$ cat src/rtl/modulo_contador_sync_decrescente_7_bits.sv
// 7-bit synchronous down counter with terminal-count pulse and optional auto-reload.
// Datapath is a bank of T flip-flops fed by a borrow chain of 2-input ANDs.
//
//   state | meaning
//   ------+---------------------------------------------------------------
//   IDLE  | after reset or a load of 0; q holds, en ignored
//   RUN   | counting down one step per enabled edge; busy=1
//   DONE  | q reached 0; waits for load, or reloads when reload=1 and en=1
module modulo_contador_sync_decrescente_7_bits (
  input  logic       clk,
  input  logic       clr,
  input  logic       en,
  input  logic       load,
  input  logic       reload,
  input  logic [6:0] d,
  output logic [6:0] q,
  output logic       tc,
  output logic       busy
);

  typedef enum logic [1:0] {
    IDLE = 2'd0,
    RUN  = 2'd1,
    DONE = 2'd2
  } state_t;

  state_t     state, state_nxt;
  logic [6:0] reload_reg, reload_nxt;
  logic       tc_nxt;
  logic       busy_nxt;
  logic       cnt_en;
  logic       ld_en;
  logic [6:0] ld_val;
  logic [6:0] t_borrow;
  logic [6:0] t_bit;

  always_ff @(posedge clk) begin
    if (clr) begin
      state      <= IDLE;
      reload_reg <= '0;
      tc         <= 1'b0;
      busy       <= 1'b0;
    end else begin
      state      <= state_nxt;
      reload_reg <= reload_nxt;
      tc         <= tc_nxt;
      busy       <= busy_nxt;
    end
  end

  always_comb begin
    state_nxt  = state;
    reload_nxt = reload_reg;
    tc_nxt     = 1'b0;
    cnt_en     = 1'b0;
    ld_en      = 1'b0;
    ld_val     = '0;
    if (load) begin
      ld_en      = 1'b1;
      ld_val     = d;
      reload_nxt = d;
      state_nxt  = (d != 7'd0) ? RUN : IDLE;
    end else begin
      case (state)
        IDLE: state_nxt = IDLE;
        RUN: begin
          if (en) begin
            cnt_en = 1'b1;
            if (q == 7'd1) begin
              tc_nxt    = 1'b1;
              state_nxt = DONE;
            end
          end
        end
        DONE: begin
          if (reload && en) begin
            ld_en     = 1'b1;
            ld_val    = reload_reg;
            state_nxt = (reload_reg != 7'd0) ? RUN : DONE;
          end
        end
        default: state_nxt = IDLE;
      endcase
    end
    busy_nxt = (state_nxt == RUN);
  end

  // Bit i toggles only when every lower bit is 0, i.e. a borrow ripples up to it.
  assign t_borrow[0] = cnt_en;
  genvar i;
  generate
    for (i = 1; i < 7; i++) begin : g_borrow
      assign t_borrow[i] = t_borrow[i-1] & ~q[i-1];
    end
  endgenerate

  // Load/reload forces the toggle pattern that lands q exactly on ld_val.
  assign t_bit = ld_en ? (q ^ ld_val) : t_borrow;

  generate
    for (i = 0; i < 7; i++) begin : g_tff
      always_ff @(posedge clk) begin
        if (clr) q[i] <= 1'b0;
        else     q[i] <= q[i] ^ t_bit[i];
      end
    end
  endgenerate

endmodule
$ cat config.mk
export PLATFORM = sky130hd
export DESIGN_NAME = modulo_contador_sync_decrescente_7_bits
export DESIGN_NICKNAME = d
export VERILOG_FILES = /design/src/rtl/modulo_contador_sync_decrescente_7_bits.sv
export SDC_FILE = /design/constraint.sdc
export NUM_CORES = 1
export LEC_CHECK = 0
export BUFFER_PORTS_ARGS = -buffer_cell sky130_fd_sc_hd__buf_4
export CAP_MARGIN = 20
export CORE_ASPECT_RATIO = 1.4
export CORE_MARGIN = 8
export CORE_UTILIZATION = 32
export DETAILED_ROUTE_END_ITERATION = 7
export GPL_ROUTABILITY_DRIVEN = 0
export PLACE_DENSITY = 0.57
export RECOVER_POWER = 100
export SLEW_MARGIN = 15
export SYNTH_ARGS = -nofsm -noshare
export SYNTH_HDL_FRONTEND = slang
export SYNTH_SLANG_ARGS = --single-unit
$ cat constraint.sdc
create_clock -name clk -period 1.9 [get_ports clk]
set_clock_uncertainty 0.2 [all_clocks]
set_input_delay 0.19 -clock clk [delete_from_list [all_inputs] [get_ports clk]]
set_output_delay 0.19 -clock clk [all_outputs]
set_load 0.1 [all_outputs]
==> impl_summary.txt, run 1 <==
----------------------------------------------------
[Run status]
  Outcome ... completed

[Yosys]
  Share of synthesized area occupied by flip-flops and latches ... just over 40%
  Cell with the most instances after synthesis ... sky130_fd_sc_hd__nor2_1
  EDFF count, synth ... 0
  FF+latch count, synth ... 18
  Syn. warnings ... 0
  Top cell types by occurrence after synthesis ... sky130_fd_sc_hd__nor2_1 (21), sky130_fd_sc_hd__dfxtp_1 (18), sky130_fd_sc_hd__mux2i_1 (7), sky130_fd_sc_hd__a21oi_1 (6)
  Syn nets ... 109
  Fraction of synthesized cell area taken by the top area cell type ... around two fifths
  Post-Syn Area per Cell ... 9.19 µm²
  Library cells used by synthesis ... 35
  Leading area contributor after synthesis ... sky130_fd_sc_hd__dfxtp_1
  Post-Synthesis Cell Area ... 873 µm²
  Cell count after synthesis ... between 90 and 100
  Post-synth top flop ... sky130_fd_sc_hd__dfxtp_1
  Post-synthesis async set-or-reset flop share ... 0%
  Area contributors post-synth ... sky130_fd_sc_hd__dfxtp_1 (41%), sky130_fd_sc_hd__nor2_1 (9.0%), sky130_fd_sc_hd__mux2i_1 (8.0%)

[Global route]
  Largest net degree at the start of global routing ... 13
  Number of global-route vias before repair ... 720
  Remaining global-route overflow ... 0
  Overall global routing resource usage ... a little under 9%
  Number of antenna violations at the first check in global routing ... 0
  Global-route wire length before repair ... around 3200 µm

[CTS]
  CTS Root Buffer Type ... sky130_fd_sc_hd__clkbuf_4
  Clock transition time at the flip-flop clock pins of the worst setup and hold paths ... 0.10 ns
  TritonCTS clock tree ... done
  Maximum level of the CTS H-tree ... 1
  Number of CTS-inserted buffers ... 3
  TritonCTS sink count ... 18
  Max Buffers Root-to-Sink ... 2
  Number of setup buffers added after CTS ... 0
  Insertion delay to the later sink of the worst-skew pair ... 0.29 ns

[STA]
  Final TNS setup ... 0 ns
  Slew of the pin with the lowest slew margin ... 0.547 ns
  Tcrit/Tclk final ... 95.3%
  Number of failing hold endpoints at the final stage ... 0
  Hold WS ... 0.000819 ns
  Unrepaired setup endpoints after global routing ... no
  Normalized max-slew margin ... 63.7%
  Final WS setup ... approximately 0.090 ns
  Final count of negative-setup-slack endpoints ... 0
  Number of pins with negative max-slew slack in the final report ... 0
  Min Clock Period, post-route ... 1.81 ns
  Timing-limited maximum frequency ... 552 MHz

[Setup path]
  Arrival time reported for the critical path endpoint ... 1.81 ns
  Worst path required time ... 1.90 ns
  Number of cell instances on the worst register-to-register path ... 7
  Kind of critical path ... input port to flip-flop
  Sort of element at the start of the critical path ... input port
  Nature of the critical path endpoint ... flip-flop
  Highest fanout seen on the critical path ... 2

[Flow run]
  Maxcap violations ... 0

[Layout]
  Non-filler cells, final ... between 150 and 200
  Area delta synth->final ... 26.2%
  Area of the multi-input gates ... about 480 µm²
  Layout cell share with drive strength beyond 1 ... 31.7%
  Layout Nets ... approximately 140
  Antenna diode instance count ... 0
  Area taken by flip-flops and latches ... ~370 µm²
  Count of fill cells added during filler insertion ... 276

[Placed design]
  Quantity of I/O buffers inserted on ports ... 20
  Number of placed instances with taps included ... 149
  Post-detailed-placement half-perimeter wirelength ... 1570 µm
  Setup WS pre-CTS ... 0.182 ns

[Power and ir drop]
  Reported leakage power ... 0.000467 µW
  Internal power consumption ... between 500 and 600 µW
  Fraction of power consumed by the clock network ... 26.4%
  Switching power summed over all nets ... around 300 µW
  Switching Fraction ... 34.1%
  Fraction of power consumed by combinational cells ... 26.0%
  PwrDens ... around 810 nW/µm²
  Reg power frac ... 47.7%
  Peak supply drop ... 435 µV

[Min path]
  Worst hold path type ... input port to flip-flop
  Hold depth ... 3

[Floorplanning]
  Die ar. ... 4680 µm²
  Horizontal extent of the die ... 60.2 µm
  Number of top-level pins ... 21
  Initial core utilization ... between 30 and 40%
  Row count ... 22
  Placeable Area ... 2620 µm²
  Chip Height ... 77.8 µm

[Detailed routing]
  Number of remaining DRC errors ... 0
  Count of TritonRoute iterations in the first routing pass ... 6
  Met3 WL ... 97 µm
  Antenna-violating nets left ... 0
  Vias per inst ... roughly 4.6
  Detailed-route wire length on metal 1 ... 840 µm
  Drt initial violations ... 6
  Drt wl/cell ... approximately 12 µm
  Count of vias placed by the detailed router ... 724
  Top Layer Used ... met4
  Met2 wire length ... 947 µm
  Total wirelength of the detailed-routed design ... 1940 µm

----------------------------------------------------
## cell usage in the layout (no fill, tap or decap), types with 3 or more instances in the layout
| cell | n |
|---|---|
| sky130_fd_sc_hd__dfxtp_1 | 11 |
| sky130_fd_sc_hd__inv_1 | 4 |
| sky130_fd_sc_hd__buf_4 | 10 |
| sky130_fd_sc_hd__clkbuf_4 | 4 |
| sky130_fd_sc_hd__mux2i_1 | 7 |
| sky130_fd_sc_hd__xor2_1 | 3 |
| sky130_fd_sc_hd__a31oi_1 | 3 |
| sky130_fd_sc_hd__a21oi_1 | 6 |
| sky130_fd_sc_hd__clkbuf_2 | 9 |
| sky130_fd_sc_hd__dfxtp_2 | 7 |
| sky130_fd_sc_hd__nand2_1 | 4 |
| sky130_fd_sc_hd__nor2_1 | 21 |
| sky130_fd_sc_hd__dlygate4sd3_1 | 3 |
## area by class of cell
class	count	share of cell area (%)
tap	36	4.09
clock buffer	4	3.29
timing repair buffer	24	14.6
multi-input combinational	70	43.1
sequential	18	33.5
inverter	4	1.36
## worst max-delay path, cell delays in order
cell                            delay [ns]
sky130_fd_sc_hd__dlygate4sd3_1        0.53
sky130_fd_sc_hd__clkbuf_4             0.14
sky130_fd_sc_hd__nor4_1               0.24
sky130_fd_sc_hd__a21boi_0             0.18
sky130_fd_sc_hd__a211o_1              0.26
sky130_fd_sc_hd__o211a_2              0.14
sky130_fd_sc_hd__and2_1               0.13
## power groups by stage
| stage | Sequential, µW | Combinational [µW] | Clock [µW] |
|---|---|---|---|
| after floorplan | 533 | 79.3 | 0 |
| after global placement | 433 | 240 | 0 |
| after CTS | 426 | 246 | 246 |
| after global routing | 429 | 247 | 265 |
| after detailed placement | 435 | 240 | 0 |
| final | 425 | 232 | 235 |
## per-stage QoR
| stage | total power [µW] | instance area (µm²) | util [%] |
|---|---|---|---|
| global route | 941 | 1100 | 42.2 |
| floorplan | 612 | 882 | - |
| finish | 892 | 1100 | 42.2 |
| detailed placement | 675 | 1070 | 40.9 |
| CTS | 918 | 1130 | 43.4 |
| global placement | 673 | 1070 | 40.9 |
## repair_timing
item	in CTS	in global routing
endpoints found under the hold margin	9	0
endpoints found under the setup margin	0	0
gates resized for setup	0	0
hold buffers	3	0
## final timing paths
check	startpoint	endpoint	slack [ns]
min reg2reg	q[2]	q[2]	0.32
max	d[4]	busy	0.09
max reg2reg	state[1]	q[3]	0.17
min	d[6]	reload_reg[6]	0.0008
## routing by layer
metal	track usage, %	vias to the layer above
li1	-	379
met1	10.2	325
met2	13.8	16
met3	1.98	4
met4	5.76	0
met5	0	-
## cells by family after synthesis
group,share of synthesized area [%]
AND/OR/NAND/NOR,25.8
flip-flops,41.3
AO/OA/AOI/OAI,13.5
buffers and inverters,3.58
multiplexers,8.02
XOR/XNOR,5.02
adder cells (fa/ha/maj),2.86
(Power assumes the default switching activity.)
==> run 2: changes to the inputs <==
- CORE_MARGIN: 8 -> 3
==> impl_summary.txt, run 2 (same netlist as run 1, synthesis figures left out) <==
----------------------------------------------------
[Power and ir drop]
  Reported leakage power ... 0.000467 µW
  PwrDens ... 816 nW/µm²
  Peak supply drop ... 442 µV
  Switching Fraction ... 34.5%
  Reg power frac ... between 40% and 50%
  Switching power summed over all nets ... 309 µW
  Internal power consumption ... 588 µW
  Fraction of power consumed by the clock network ... 26.6%
  Fraction of power consumed by combinational cells ... roughly a quarter

[Setup path]
  Kind of critical path ... input port to flip-flop
  Arrival time reported for the critical path endpoint ... 1.77 ns
  Nature of the critical path endpoint ... flip-flop
  Maximum cell stage delay along the critical path ... 0.54 ns
  Levels on crit path ... 7
  Sort of element at the start of the critical path ... input port
  Series of cell instances along the critical path ... dlygate4sd3_1 -> clkbuf_4 -> nor4_1 -> a21boi_0 -> a211o_1 -> o211a_2 -> and2_1
  Top delay family on crit path ... buffers and inverters
  Highest fanout seen on the critical path ... 2
  Critical-path cell with the highest stage delay ... sky130_fd_sc_hd__dlygate4sd3_1
  Number of cell instances on the worst register-to-register path ... 7
  Buf+Inv Stages, Crit Path ... 2
  Worst path required time ... 1.90 ns

[Floorplanning]
  Chip Height ... between 60 and 70 µm
  Die ar. ... 3400 µm²
  Number of top-level pins ... 21
  Initial core utilization ... 35.0%
  Row count ... 21
  Placeable Area ... roughly 2500 µm²
  Horizontal extent of the die ... 50.2 µm

[Detailed routing]
  Total wirelength of the detailed-routed design ... 1900 µm
  Drt initial violations ... 11
  Number of remaining DRC errors ... 0
  Drt wl/cell ... 12.3 µm
  Count of vias placed by the detailed router ... 721
  Vias per inst ... roughly 4.7
  Count of TritonRoute iterations in the first routing pass ... 3
  Antenna-violating nets left ... 0

[Layout]
  Final cell area excluding filler cells ... about 1100 µm²
  Most used cells in the layout excluding fill and tap cells ... sky130_fd_sc_hd__nor2_1 (21), sky130_fd_sc_hd__dfxtp_1 (11), sky130_fd_sc_hd__buf_4 (10)
  Area delta synth->final ... 25.9%
  Area taken by flip-flops and latches ... 369 µm²
  Count of fill cells added during filler insertion ... 266
  Area of the multi-input gates ... approximately 480 µm²
  Most common cell after layout, fill and taps aside ... sky130_fd_sc_hd__nor2_1
  Layout cell share with drive strength beyond 1 ... a little under a third
  Layout Nets ... 135
  Non-filler cells, final ... 154
  Antenna diode instance count ... 0

[CTS]
  Clock transition time at the flip-flop clock pins of the worst setup and hold paths ... ~0.11 ns
  Insertion delay to the later sink of the worst-skew pair ... 0.29 ns
  Maximum level of the CTS H-tree ... 1
  TritonCTS sink count ... 18
  TritonCTS clock tree ... done
  Number of gates given a new drive strength after cts ... 0
  Max Buffers Root-to-Sink ... 2
  CTS Root Buffer Type ... sky130_fd_sc_hd__clkbuf_4
  Number of CTS-inserted buffers ... 3

[STA]
  Tcrit/Tclk final ... between 90% and 100%
  Normalized max-slew margin ... 64.1%
  Hold WS ... about 0.012 ns
  Timing-limited maximum frequency ... 565 MHz
  Number of failing hold endpoints at the final stage ... 0
  Final TNS setup ... 0 ns
  Number of pins with negative max-slew slack in the final report ... 0
  Slew of the pin with the lowest slew margin ... roughly 0.54 ns
  Min Clock Period, post-route ... 1.77 ns
  Final count of negative-setup-slack endpoints ... 0
  Unrepaired setup endpoints after global routing ... no

[Global route]
  Number of antenna violations at the first check in global routing ... 0
  Global-route wire length before repair ... 3390 µm
  Number of global-route vias before repair ... between 700 and 800
  Largest net degree at the start of global routing ... 13
  Overall global routing resource usage ... 13.2%
  Remaining global-route overflow ... 0

[Flow run]
  Maxcap violations ... 0

[Min path]
  Worst hold path type ... input port to flip-flop
  Hold depth ... 3

[Placed design]
  Instance area at placement ... 1070 µm²
  Number of placed instances with taps included ... 147
  Post-detailed-placement half-perimeter wirelength ... 1530 µm
  Quantity of I/O buffers inserted on ports ... 20

[Run status]
  Outcome ... completed

----------------------------------------------------
-- run 2: per-stage QoR --
step | power [µW] | setup slack (ns) | util (%)
final | 897 | 0.130 | 44.1
after global routing | 938 | 0.0313 | 44.1
after CTS | 921 | 0.164 | 45.4
after detailed placement | 675 | 0.190 | 42.7
after global placement | 673 | 0.225 | 42.7
after floorplan | 612 | 0.0741 | -
-- run 2: worst paths after layout --
check	startpoint	end	slack [ns]
worst max-delay path	d[0]	busy	0.13
worst min-delay path	d[2]	reload_reg[2]	0.01
worst max register to register	state[1]	q[3]	0.16
worst min register to register	q[5]	q[5]	0.32
-- run 2: final cells by class --
class / count / share of cell area (%)
clock buffer: 4 / 3.30
inverter: 4 / 1.37
multi-input combinational: 70 / 43.2
sequential: 18 / 33.6
tap: 34 / 3.87
timing repair buffer: 24 / 14.7
-- run 2: what timing repair did --
item | CTS | global route
hold buffers | 3 | 0
hold endpoints to repair | 9 | 0
buffers inserted | 0 | 0
-- run 2: routing by layer --
layer  vias up  GRT usage [%]  routed length [µm]
met5         -              0                   0
met4         0           6.23                  14
met3         2           1.96                  55
met2         9           23.2                1020
met1       329           15.6                 810
li1        381              -                   -
-- run 2: power by group through the flow --
| stage | Clock, µW | Combinational (µW) | Sequential, µW |
|---|---|---|---|
| 6_report | 239 | 234 | 425 |
| 4_1_cts | 249 | 247 | 426 |
| 3_3_place_gp | 0 | 240 | 433 |
| 5_1_grt | 258 | 251 | 429 |
| 3_5_place_dp | 0 | 241 | 435 |
| 2_1_floorplan | 0 | 79.3 | 533 |
-- run 2: worst min-delay path, delay by kind of cell --
family / cells / cell delay [ns]
mux: 1 / 0.06
simple gates: 1 / 0.13
buf+inv: 1 / 0.08
